## config.mk

```make
export PLATFORM = sky130hd
export DESIGN_NAME = game_flow_ctrl_flat
export DESIGN_NICKNAME = d
export VERILOG_FILES = /design/src/rtl/game_pkg.sv /design/src/rtl/vga_pkg.sv /design/src/rtl/game_flow_ctrl_if.sv /design/src/rtl/click_hit.sv /design/src/rtl/game_flow_ctrl.sv /design/src/flat_wrapper.sv
export SDC_FILE = /design/constraint.sdc
export NUM_CORES = 1
export LEC_CHECK = 0
export CAP_MARGIN = 20
export CORE_AREA = 2 2 73 75
export CTS_BUF_LIST = sky130_fd_sc_hd__clkbuf_8
export DETAILED_ROUTE_END_ITERATION = 10
export DIE_AREA = 0 0 75 77
export PLACE_DENSITY = 0.91
export SETUP_SLACK_MARGIN = 0.05
export SYNTH_ARGS = -nofsm -noshare
export SYNTH_HDL_FRONTEND = slang
export SYNTH_SLANG_ARGS = --single-unit
```

## constraint.sdc

```tcl
create_clock -name clk -period 7.4 [get_ports clk]
set_clock_uncertainty 0.15 [all_clocks]
set_input_delay 0.74 -clock clk [delete_from_list [all_inputs] [get_ports clk]]
set_output_delay 0.74 -clock clk [all_outputs]
set_load 0.005 [all_outputs]
```

## src/rtl/game_pkg.sv

```systemverilog
// Game-level types shared by the flow controller, its interface and the bench.
package game_pkg;

    typedef enum logic [2:0] {
        START     = 3'd0,
        COUNTDOWN = 3'd1,
        GAME      = 3'd2,
        ROUND_END = 3'd3,
        MATCH_END = 3'd4
    } game_mode;

endpackage

```

## src/rtl/vga_pkg.sv

```systemverilog
// Screen-space hit areas (inclusive pixel bounds) for the menu buttons.
package vga_pkg;

    localparam logic [11:0] PLAY_X_MIN = 12'd300;
    localparam logic [11:0] PLAY_X_MAX = 12'd500;
    localparam logic [11:0] PLAY_Y_MIN = 12'd250;
    localparam logic [11:0] PLAY_Y_MAX = 12'd350;

    localparam logic [11:0] RECT_X_MIN = 12'd350;
    localparam logic [11:0] RECT_X_MAX = 12'd450;
    localparam logic [11:0] RECT_Y_MIN = 12'd400;
    localparam logic [11:0] RECT_Y_MAX = 12'd450;

endpackage

```

## src/rtl/game_flow_ctrl_if.sv

```systemverilog
// Bundle of pointer/collision inputs and game status outputs of game_flow_ctrl.
interface game_flow_ctrl_if #(
    parameter int unsigned NUM_PLAYERS   = 2,
    parameter int unsigned ROUNDS_TO_WIN = 3
);
    import game_pkg::*;

    localparam int unsigned SW = $clog2(ROUNDS_TO_WIN + 1);
    localparam int unsigned IW = $clog2(NUM_PLAYERS);

    logic                      mouse_left;
    logic [11:0]               xpos;
    logic [11:0]               ypos;
    logic [NUM_PLAYERS-1:0]    collision;
    game_mode                  mode;
    logic                      spawn;
    logic [NUM_PLAYERS-1:0]    alive;
    logic                      winner_valid;
    logic [IW-1:0]             winner_idx;
    logic [NUM_PLAYERS*SW-1:0] score;
    logic [7:0]                round_cnt;

    modport master (
        output mouse_left, xpos, ypos, collision,
        input  mode, spawn, alive, winner_valid, winner_idx, score, round_cnt
    );

    modport slave (
        input  mouse_left, xpos, ypos, collision,
        output mode, spawn, alive, winner_valid, winner_idx, score, round_cnt
    );

endinterface

```

## src/rtl/click_hit.sv

```systemverilog
// Mouse-button rising-edge detector qualified by an inclusive rectangle test.
module click_hit #(
    parameter logic [11:0] X_MIN = 12'd0,
    parameter logic [11:0] X_MAX = 12'd0,
    parameter logic [11:0] Y_MIN = 12'd0,
    parameter logic [11:0] Y_MAX = 12'd0
) (
    input  logic        clk,
    input  logic        rst,
    input  logic        mouse_left,
    input  logic [11:0] xpos,
    input  logic [11:0] ypos,
    output logic        hit
);

    logic prev_q;

    // Resets high so a button held through reset never counts as a click.
    always_ff @(posedge clk) begin
        if (rst) prev_q <= 1'b1;
        else     prev_q <= mouse_left;
    end

    assign hit = mouse_left & ~prev_q &
                 (xpos >= X_MIN) & (xpos <= X_MAX) &
                 (ypos >= Y_MIN) & (ypos <= Y_MAX);

endmodule

```

## src/rtl/game_flow_ctrl.sv

```systemverilog
// Match/round state machine: menu clicks, countdown, survivor tracking and scoring.
module game_flow_ctrl
    import game_pkg::*;
    import vga_pkg::*;
#(
    parameter int unsigned NUM_PLAYERS      = 2,
    parameter int unsigned ROUNDS_TO_WIN    = 3,
    parameter int unsigned COUNTDOWN_CYCLES = 65_000_000
) (
    input logic             clk,
    input logic             rst,
    game_flow_ctrl_if.slave bus
);

    localparam int unsigned SW = $clog2(ROUNDS_TO_WIN + 1);
    localparam int unsigned IW = $clog2(NUM_PLAYERS);
    localparam int unsigned CW = (COUNTDOWN_CYCLES > 1) ? $clog2(COUNTDOWN_CYCLES) : 1;

    game_mode                  state_q;
    logic                      spawn_q;
    logic [NUM_PLAYERS-1:0]    alive_q;
    logic                      win_valid_q;
    logic [IW-1:0]             win_idx_q;
    logic [NUM_PLAYERS*SW-1:0] score_q;
    logic [7:0]                round_q;
    logic [CW-1:0]             cnt_q;

    logic                   play_hit;
    logic                   rect_hit;
    logic [NUM_PLAYERS-1:0] alive_nxt;
    logic [2:0]             n_alive;
    logic [IW-1:0]          last_idx;
    logic [SW-1:0]          cur_score;
    logic [SW-1:0]          win_score;

    click_hit #(
        .X_MIN(PLAY_X_MIN), .X_MAX(PLAY_X_MAX), .Y_MIN(PLAY_Y_MIN), .Y_MAX(PLAY_Y_MAX)
    ) u_play_hit (
        .clk       (clk),
        .rst       (rst),
        .mouse_left(bus.mouse_left),
        .xpos      (bus.xpos),
        .ypos      (bus.ypos),
        .hit       (play_hit)
    );

    click_hit #(
        .X_MIN(RECT_X_MIN), .X_MAX(RECT_X_MAX), .Y_MIN(RECT_Y_MIN), .Y_MAX(RECT_Y_MAX)
    ) u_rect_hit (
        .clk       (clk),
        .rst       (rst),
        .mouse_left(bus.mouse_left),
        .xpos      (bus.xpos),
        .ypos      (bus.ypos),
        .hit       (rect_hit)
    );

    // Survivor count and the index of the highest surviving player.
    always_comb begin
        alive_nxt = alive_q & ~bus.collision;
        n_alive   = 3'd0;
        last_idx  = '0;
        for (int i = 0; i < NUM_PLAYERS; i++) begin
            if (alive_nxt[i]) begin
                n_alive  = n_alive + 3'd1;
                last_idx = IW'(i);
            end
        end
        cur_score = score_q[last_idx*SW +: SW];
        win_score = cur_score + SW'(1);
    end

    always_ff @(posedge clk) begin
        if (rst) begin
            state_q     <= START;
            spawn_q     <= 1'b0;
            alive_q     <= '1;
            win_valid_q <= 1'b0;
            win_idx_q   <= '0;
            score_q     <= '0;
            round_q     <= 8'd0;
            cnt_q       <= '0;
        end else begin
            spawn_q <= 1'b0;
            case (state_q)
                START: begin
                    if (play_hit) begin
                        state_q     <= COUNTDOWN;
                        spawn_q     <= 1'b1;
                        alive_q     <= '1;
                        cnt_q       <= '0;
                        score_q     <= '0;
                        round_q     <= 8'd0;
                        win_valid_q <= 1'b0;
                    end
                end
                COUNTDOWN: begin
                    if (cnt_q == CW'(COUNTDOWN_CYCLES - 1)) begin
                        state_q <= GAME;
                        cnt_q   <= '0;
                    end else begin
                        cnt_q <= cnt_q + CW'(1);
                    end
                end
                GAME: begin
                    alive_q <= alive_nxt;
                    if (n_alive <= 3'd1) begin
                        if (round_q != 8'hFF) round_q <= round_q + 8'd1;
                        if (n_alive == 3'd1) begin
                            win_valid_q <= 1'b1;
                            win_idx_q   <= last_idx;
                            if (cur_score < SW'(ROUNDS_TO_WIN)) begin
                                score_q[last_idx*SW +: SW] <= win_score;
                            end
                            state_q <= (win_score == SW'(ROUNDS_TO_WIN)) ? MATCH_END : ROUND_END;
                        end else begin
                            win_valid_q <= 1'b0;
                            state_q     <= ROUND_END;
                        end
                    end
                end
                ROUND_END: begin
                    if (rect_hit) begin
                        state_q <= COUNTDOWN;
                        spawn_q <= 1'b1;
                        alive_q <= '1;
                        cnt_q   <= '0;
                    end
                end
                MATCH_END: begin
                    if (rect_hit) state_q <= START;
                end
                default: state_q <= START;
            endcase
        end
    end

    assign bus.mode         = state_q;
    assign bus.spawn        = spawn_q;
    assign bus.alive        = alive_q;
    assign bus.winner_valid = win_valid_q;
    assign bus.winner_idx   = win_idx_q;
    assign bus.score        = score_q;
    assign bus.round_cnt    = round_q;

endmodule

```

## src/flat_wrapper.sv

```systemverilog
// flat-port wrapper written by rule: the top's interface ports become plain ports
module game_flow_ctrl_flat import game_pkg::*; import vga_pkg::*;
#(
    parameter int unsigned NUM_PLAYERS      = 2,
    parameter int unsigned ROUNDS_TO_WIN    = 3,
    parameter int unsigned COUNTDOWN_CYCLES = 65_000_000
)
  (clk, rst, bus_mouse_left, bus_xpos, bus_ypos, bus_collision, bus_mode, bus_spawn, bus_alive, bus_winner_valid, bus_winner_idx, bus_score, bus_round_cnt);
  game_flow_ctrl_if #(.NUM_PLAYERS(NUM_PLAYERS), .ROUNDS_TO_WIN(ROUNDS_TO_WIN)) bus_i ();
  input logic clk;
  input logic rst;
  input wire logic [$bits(bus_i.mouse_left)-1:0] bus_mouse_left;
  input wire logic [$bits(bus_i.xpos)-1:0] bus_xpos;
  input wire logic [$bits(bus_i.ypos)-1:0] bus_ypos;
  input wire logic [$bits(bus_i.collision)-1:0] bus_collision;
  output wire logic [$bits(bus_i.mode)-1:0] bus_mode;
  output wire logic [$bits(bus_i.spawn)-1:0] bus_spawn;
  output wire logic [$bits(bus_i.alive)-1:0] bus_alive;
  output wire logic [$bits(bus_i.winner_valid)-1:0] bus_winner_valid;
  output wire logic [$bits(bus_i.winner_idx)-1:0] bus_winner_idx;
  output wire logic [$bits(bus_i.score)-1:0] bus_score;
  output wire logic [$bits(bus_i.round_cnt)-1:0] bus_round_cnt;
  assign bus_i.mouse_left = bus_mouse_left;
  assign bus_i.xpos = bus_xpos;
  assign bus_i.ypos = bus_ypos;
  assign bus_i.collision = bus_collision;
  assign bus_mode = bus_i.mode;
  assign bus_spawn = bus_i.spawn;
  assign bus_alive = bus_i.alive;
  assign bus_winner_valid = bus_i.winner_valid;
  assign bus_winner_idx = bus_i.winner_idx;
  assign bus_score = bus_i.score;
  assign bus_round_cnt = bus_i.round_cnt;
  game_flow_ctrl #(.NUM_PLAYERS(NUM_PLAYERS), .ROUNDS_TO_WIN(ROUNDS_TO_WIN), .COUNTDOWN_CYCLES(COUNTDOWN_CYCLES)) u_core (.clk(clk), .rst(rst), .bus(bus_i));
endmodule
```

==> results of run 1 <==
==> power groups by stage <==
stage	sequential, mW	combinational [mW]	clock [mW]
floorplan	0.259	0.0155	0
global placement	0.260	0.0358	0
detailed placement	0.260	0.0365	0
CTS	0.254	0.0370	0.172
global route	0.254	0.0400	0.185
finish	0.254	0.0371	0.171
==> worst max path at each step <==
stage                     depth (start not counted)        start                       endpoint
after floorplan                                   8  bus_xpos[2]   u_core.cnt_q[0]$_SDFFE_PP0P_
final                                             8  bus_xpos[4]  u_core.cnt_q[13]$_SDFFE_PP0P_
after global placement                            8  bus_xpos[2]  u_core.cnt_q[11]$_SDFFE_PP0P_
after detailed placement                          8  bus_xpos[2]  u_core.cnt_q[13]$_SDFFE_PP0P_
after CTS                                         8  bus_xpos[2]  u_core.cnt_q[13]$_SDFFE_PP0P_
after global routing                              8  bus_xpos[9]  u_core.cnt_q[13]$_SDFFE_PP0P_
==> cell usage after synthesis, types with 5 or more instances <==
library cell / number / area share (%)
nor3_1: 5 / 0.94
o2111ai_1: 9 / 3.0
clkbuf_1: 10 / 1.4
or4_1: 5 / 1.4
nand3_1: 15 / 2.8
xor2_1: 15 / 4.9
ha_1: 5 / 2.3
nand2b_1: 13 / 3.0
a21oi_1: 26 / 4.9
o211ai_1: 9 / 2.5
inv_1: 8 / 1.1
a311oi_1: 7 / 2.3
nor2_1: 36 / 5.1
nand2_1: 20 / 2.8
dfxtp_1: 47 / 35
and3_1: 11 / 2.6
o21ai_0: 12 / 2.3
nand4_1: 6 / 1.4
or3_1: 10 / 2.3
==> flip-flops by register name, summed over array words and instances (netlist names) <==
signal,count
u_core.bus.alive,2
u_core.bus.mode,3
u_core.bus.round_cnt,8
u_core.bus.score,4
u_core.bus.spawn,1
u_core.bus.winner_idx,1
u_core.bus.winner_valid,1
u_core.cnt_q,26
u_core.u_rect_hit.prev_q,1
==> cell type report <==
type	instances	area share, %
well taps	70	2.67
flip-flops and latches	47	28.7
inverters	9	1.03
multi-input cells	257	49.8
repair buffers	48	14.6
clock inverters	1	0.229
clock buffers	7	2.94
==> cells in the final DEF (no fill, tap or decap), types with 5 or more instances in the layout <==
cell             Yosys  final
a21oi_1             26     26
a311oi_1             7      7
and3_1              11     11
clkbuf_8             0      7
clkdlybuf4s50_1      0     48
dfxtp_1             47     47
ha_1                 5      5
inv_1                8      8
nand2_1             20     20
nand2b_1            13     13
nand3_1             15     15
nand4_1              6      6
nor2_1              36     36
nor3_1               5      5
o2111ai_1            9      9
o211ai_1             9      9
o21ai_0             12     12
or3_1               10     10
or4_1                5      5
xor2_1              15     15
==> through the flow <==
stage | cell area (sq um) | worst slack (ps) | total power [mW] | util [%]
after floorplan | 2670 | 4350 | 0.275 | -
final | 3280 | 3430 | 0.462 | 65.9
after global placement | 3180 | 3340 | 0.295 | 63.9
after global routing | 3280 | 3160 | 0.479 | 65.9
after CTS | 3280 | 3440 | 0.462 | 65.9
after detailed placement | 3180 | 3190 | 0.296 | 63.9
==> worst max-delay path: stages <==
cell	delay, ps
clkdlybuf4s50_1	460
or4_1	540
a21oi_2	170
o2111ai_2	160
a2111oi_4	830
nor2_2	220
o21ai_2	710
nor2_1	140
==> cells by family after synthesis <==
kind of cell               Yosys count
muxes                                2
adders and majority gates            5
buffers and inverters               23
xor gates and xnor gates            17
AOI/OAI and AO/OA                   86
DFF                                 47
and+or+nand+nor                    147
==> per-layer routing <==
metal / track usage, % / vias up
met1: 27.1 / 1213
met3: 5.12 / 14
met5: 0 / -
li1: - / 1300
met2: 39.3 / 98
met4: 7.50 / 0
==> summary.md, run 1 <==
| Metric | Value |
|---|---|
| Relative slew slack | 35.6% |
| Fraction of layout cells with a size suffix above 1 | 5.69% |
| Combined area of the multi-input logic cells | between 0.0015 and 0.002 sq mm |
| XOR/XNOR share of the synthesized area | under 10% |
| Minimum period implied by the final worst setup slack | between 3000 and 4000 ps |
| Share of total power in the clock network | 37.0% |
| Clock transition time at the flip-flop clock pins of the worst setup and hold paths | ~90 ps |
| Highest metal layer used by the detailed router | met4 |
| Number of resized instances in the post-cts repair step | 0 |
| Worst skew pair latency | 300 ps |
| Total half-perimeter wirelength after legalization and detailed placement | 4610 um |
| DR pass1 iterations | 4 |
| Sequential area share after synthesis | between 30% and 40% |
| Final weighted congestion in routability-driven placement | ~0.85 |
| Top flip-flop cell by instance count after synthesis | dfxtp_1 |
| Compound-gate portion of the synthesized area | between 20% and 30% |
| Number of unique standard cell types used by synthesis | 55 |
| Initial DRC count | 146 |
| DR vias/cell | 5.98 |
| Die Footprint | slightly below 0.006 sq mm |
| Number of cells on the worst reg-to-reg path | 7 |
| Share of power burned in registers | approximately 55% |
| Total standard cell area after synthesis | roughly 0.0027 sq mm |
| Initial Utilization | a little over half |
| Setup slack of the most critical reg-to-reg path | approximately 4400 ps |
| Startpoint of the worst register-to-register path | u_core.u_rect_hit.prev_q$_SDFF_PP1_ |
| Met3 Wirelength | roughly 450 um |
| Setup repair after global routing missed its margin | no |
| Overall track demand over capacity in global routing | a little under a quarter |
| DRC Markers | 0 |
| Die X | about 75 um |
| Wire length of the first global-routing pass | approximately 11000 um |
| Number of fillers in the final layout | 399 |
| Reported max-cap violation count | 0 |
| Number of clock sinks | 47 |
| Number of flops mapped to enable cells by yosys | 0 |
| R2R Path End | u_core.cnt_q[13]$_SDFFE_PP0P_ |
| Critical path class | in2reg |
| Floorplan Core Area | ~0.005 sq mm |
| Final-layout setup total negative slack | 0 ps |
| Number of top-level pins | just under 50 |
| Maximum buffer depth of the clock tree | 2 |
| Hold Startpoint | u_core.bus.winner_idx$_SDFFE_PP0P_ |
| Cell chosen for the clock root | clkbuf_8 |
| Async S/R FF share, synth | 0% |
| Met2 routed WL | 3160 um |
| CTS tree | built |
| Post-CTS Setup Inserts | 0 |
| Switching part of the total power | approximately 23% |
| Total of warnings raised by yosys | 0 |
| Instance count along the most critical hold path | 2 |
| Peak clock frequency supported by timing | approximately 0.25 GHz |
| Data arrival time of the worst path | about 4000 ps |
| Antenna violations before repair | 0 |
| Part of the power in combinational logic | about 8.0% |
| Vertical die dimension | roughly 77 um |
| Vias in the first global route | 2462 |
| Metal-1 WL | around 2700 um |
| Core Rows | 26 |
| Outcome | completed |
| Register Area | approximately 940 sq um |
| Adder and majority gate portion of the synthesized area | between 2 and 2.5% |
| Cell count after synthesis | between 300 and 400 |
| Cells after DPL | between 400 and 500 |
| Power density over the cells | between 100 and 150 mW/mm^2 |
| Routed Wire Length | between 6000 and 7000 um |
| Total grt overflow | 0 |
| Area growth from synthesis to final layout | 23.0% |
| Cell Count, Final, Fillers Out | roughly 440 |
| Nets@finish | ~400 |
| Maximum ir drop on the vdd rail | roughly 0.000093 V |
| CP startpoint kind | primary input |
| Power dissipated by switching net loads | ~0.10 mW |
| Count of vias placed by the detailed router | 2625 |
| Critical path required time | between 7000 and 8000 ps |
| Final Hold Vio Count | 0 |
| Syn_nets | between 300 and 400 |
| Share of the cycle needed by the critical path after routing | between 50% and 60% |
| Hold Path End | u_core.bus.winner_idx$_SDFFE_PP0P_ |
| Antenna diode count | 0 |
| Dominant combinational cell family by area after synthesis | simple AND/OR/NAND/NOR gates |
| Number of clock buffers inserted by TritonCTS | 5 |
| Multiplexer fraction of the synthesized cell area | less than 1% |
| Leakage | about 1.1 nW |
| Internal power | about 0.36 mW |
| Average wire per cell in the routed design | roughly 15 um |
| Fin Hold WS | between 300 and 400 ps |
| Avg Synthesized Cell Area | about 8.2 sq um |
| Input/output buffers | 48 |
| Count of H-tree levels built during CTS | 2 |
| Critical Path End Type | flip-flop |
| Type of the worst min-delay path | reg2reg |
| Final count of pins violating max slew | 0 |
| Largest net degree at the start of global routing | 27 |
| Antenna violation net count after detailed routing | 0 |
| Setup-failing EPs final | 0 |
| Flops & latches, synth | 47 |
| Critical Path Fanout Max | 19 |
| Hold bufs inserted after CTS | 0 |
| Least-Margin Pin Slew | about 960 ps |
| Simple-gate share of the synthesized area | 29.7% |
Power figures use the tool's default switching activity.
==> run 2, diff against run 1 <==
CORE_AREA = 2 2 74 76   (was 2 2 73 75)
DIE_AREA = 0 0 76 78   (was 0 0 75 77)
PLACE_DENSITY = 0.89   (was 0.91)
clock period = 3.75 ns   (was 7.4 ns; I/O delays follow)
==> summary.md, run 2 (synthesis results as in run 1) <==
| Metric | Value |
|---|---|
| Maximum single-stage delay on the critical path | 540 ps (-290 ps) |
| Min setup slack post-route | 761 ps (-2670 ps) |
| Critical path required time | 3840 ps (-3570 ps) |
| Post-placement cell area | 0.00322 sq mm (+1.4%) |
| Type of the worst min-delay path | reg2reg |
| Final non-filler cell area | 0.00334 sq mm (+1.8%) |
| Post-CTS Setup Inserts | 0 (unchanged) |
| Flip-flop count of the largest register after layout | 26 (unchanged) |
| Final Hold Vio Count | 0 (unchanged) |
| Timing startpoint of the critical path | bus_xpos[10] |
| Setup-failing EPs final | 0 (unchanged) |
| Final-layout setup total negative slack | 0 ps (unchanged) |
| Initial Utilization | 52.9% (-0.69 points) |
| Count of vias placed by the detailed router | 2680 (+2.1%) |
| Vertical die dimension | 78 um (+1.3%) |
| Overall Power | 0.966 mW (+110%) |
| Number of clock sinks | 47 (unchanged) |
| Area growth from synthesis to final layout | 25.2% |
| Cell family with the largest share of critical-path delay | simple AND/OR/NAND/NOR gates |
| Leakage | 1.12 nW (+3.9%) |
| Maximum ir drop on the vdd rail | 0.000186 V (+100%) |
| Antenna diode count | 0 (unchanged) |
| Antenna violations before repair | 0 (unchanged) |
| Number of clock buffers inserted by TritonCTS | 5 (unchanged) |
| Total half-perimeter wirelength after legalization and detailed placement | 4820 um (+4.7%) |
| CTS tree | built |
| Clock transition time at the flip-flop clock pins of the worst setup and hold paths | 90 ps (about the same) |
| Overall track demand over capacity in global routing | 23.3% (+0.53 points) |
| Die Footprint | 0.00593 sq mm (+2.6%) |
| DR vias/cell | 6.02 (+0.72%) |
| Vias in the first global route | 2561 (+4.0%) |
| Hold bufs inserted after CTS | 0 (unchanged) |
| Worst-path cell with the longest stage delay | nor4_1 |
| Critical Path End Type | flip-flop |
| Final core utilization | 66.3% (+0.32 points) |
| Total grt overflow | 0 (unchanged) |
| Hold Startpoint | u_core.cnt_q[1]$_SDFFE_PP0P_ |
| Outcome | completed |
| Reported max-cap violation count | 0 (unchanged) |
| Register with the highest flop count | u_core.cnt_q |
| Nets@finish | 408 (+1.5%) |
| Final count of pins violating max slew | 0 (unchanged) |
| Pre-CTS setup slack | 509 ps (-2680 ps) |
| Critical Path Fanout Max | 15 (-4) |
| Count of buffer and inverter cells on the critical path | 2 (+1) |
| R2R Path End | u_core.bus.score[1]$_SDFFE_PP0P_ |
| Floorplan Core Area | 0.00504 sq mm (+1.3%) |
| CP startpoint kind | primary input |
| Average wire per cell in the routed design | 15.2 um (+4.1%) |
| DR pass1 iterations | 4 (unchanged) |
| Fraction of layout cells with a size suffix above 1 | 7.20% (+1.5 points) |
| Worst skew pair latency | 300 ps (about the same) |
| Commonest non-fill, non-tap cell in the layout | clkdlybuf4s50_1 |
| Least-Margin Pin Slew | 633 ps (-328 ps) |
| Cell breakdown of the critical path | clkdlybuf4s50_1 -> nor4_1 -> nand4_1 -> or2_2 -> nor3_2 -> buf_4 -> nor2_2 -> or4_1 -> a21oi_1 |
| Hold Path End | u_core.cnt_q[1]$_SDFFE_PP0P_ |
| Largest net degree at the start of global routing | 20 (-26%) |
| Most frequent cells in the layout | clkdlybuf4s50_1 (48), dfxtp_1 (47), nor2_1 (36), a21oi_1 (26), nand2_1 (20) |
| Minimum period implied by the final worst setup slack | between 2000 and 3000 ps |
| Number of fillers in the final layout | 423 (+6.0%) |
| Startpoint of the worst register-to-register path | u_core.bus.mode[2]$_SDFFE_PP0P_ |
| Cell Count, Final, Fillers Out | 445 (+1.4%) |
| Power density over the cells | 289 mW/mm^2 (+110%) |
| Die X | 76 um (+1.3%) |
| Number of resized instances in the post-cts repair step | 0 (unchanged) |
| Peak clock frequency supported by timing | roughly 0.33 GHz |
| DRC Markers | 0 (unchanged) |
| Core Rows | 26 (unchanged) |
| Cell chosen for the clock root | clkbuf_8 |
| Antenna violation net count after detailed routing | 0 (unchanged) |
| Fin Hold WS | 341 ps (+27.3 ps) |
| Number of cells on the worst reg-to-reg path | 8 (+1) |
| Cells after DPL | 437 (+1.4%) |
| Critical path class | in2reg |
| Relative slew slack | 57.4% (+22 points) |
| Wire length of the first global-routing pass | 11400 um (+7.0%) |
| Setup repair after global routing missed its margin | no |
| Input/output buffers | 48 (unchanged) |
| Initial DRC count | 148 (+1.4%) |
| Final weighted congestion in routability-driven placement | 0.831 (-2.4%) |
| Setup slack of the most critical reg-to-reg path | 1190 ps (-3160 ps) |
| Number of top-level pins | 49 (unchanged) |
| Maximum buffer depth of the clock tree | 2 (unchanged) |
| Count of H-tree levels built during CTS | 2 (unchanged) |
| Share of the cycle needed by the critical path after routing | about 80% |
| Data arrival time of the worst path | 3080 ps (-900 ps) |
| Routed Wire Length | 6750 um (+5.5%) |
| Instance count along the most critical hold path | 2 (unchanged) |
[run 2: changes by cell type in the layout (fill, tap and decap cells not counted)]
cell	change
clkbuf_8	-1
clkinvlp_4	-1
bufinv_16	+1
buf_4	+6
clkinv_2	+1
[run 2: power breakdown]
group | switching [mW] | internal (mW)
combinational | 0.0357 | 0.0389
sequential | 0.000913 | 0.500
clock | 0.175 | 0.216
total | 0.212 | 0.754
[run 2: worst max-delay path by stage]
stage / slack, ps / depth (start not counted) / end
floorplan: 1060 / 8 / u_core.cnt_q[0]$_SDFFE_PP0P_
global placement: 650 / 9 / u_core.cnt_q[12]$_SDFFE_PP0P_
detailed placement: 510 / 9 / u_core.cnt_q[12]$_SDFFE_PP0P_
CTS: 820 / 9 / u_core.bus.round_cnt[5]$_SDFFE_PP0P_
global route: 590 / 9 / u_core.bus.round_cnt[5]$_SDFFE_PP0P_
finish: 760 / 9 / u_core.cnt_q[12]$_SDFFE_PP0P_
[run 2: layer usage]
| layer | vias to the layer above | share of wire [%] | global-route usage [%] | routed length [um] |
|---|---|---|---|---|
| met4 | 0 | 2.4 | 10.7 | 165 |
| met5 | - | 0 | 0 | 0 |
| li1 | 1310 | - | - | - |
| met1 | 1252 | 44 | 27.2 | 2940 |
| met2 | 99 | 49 | 40.2 | 3270 |
| met3 | 19 | 5.5 | 5.93 | 370 |
[run 2: final cells by class]
type	instances	area, sq um	share of cell area, %
flip-flops and latches	47	941	28.2
repair buffers	54	526	15.7
well taps	70	87.6	2.62
inverters	9	33.8	1.01
clock buffers	6	82.6	2.47
multi-input cells	257	1640	49.0
clock inverters	2	35.0	1.05
[run 2: tightest hold or removal path: stages, from the launching register on]
cell and delay, ps:
dfxtp_1 330, nand2_1 70, a21oi_1 50
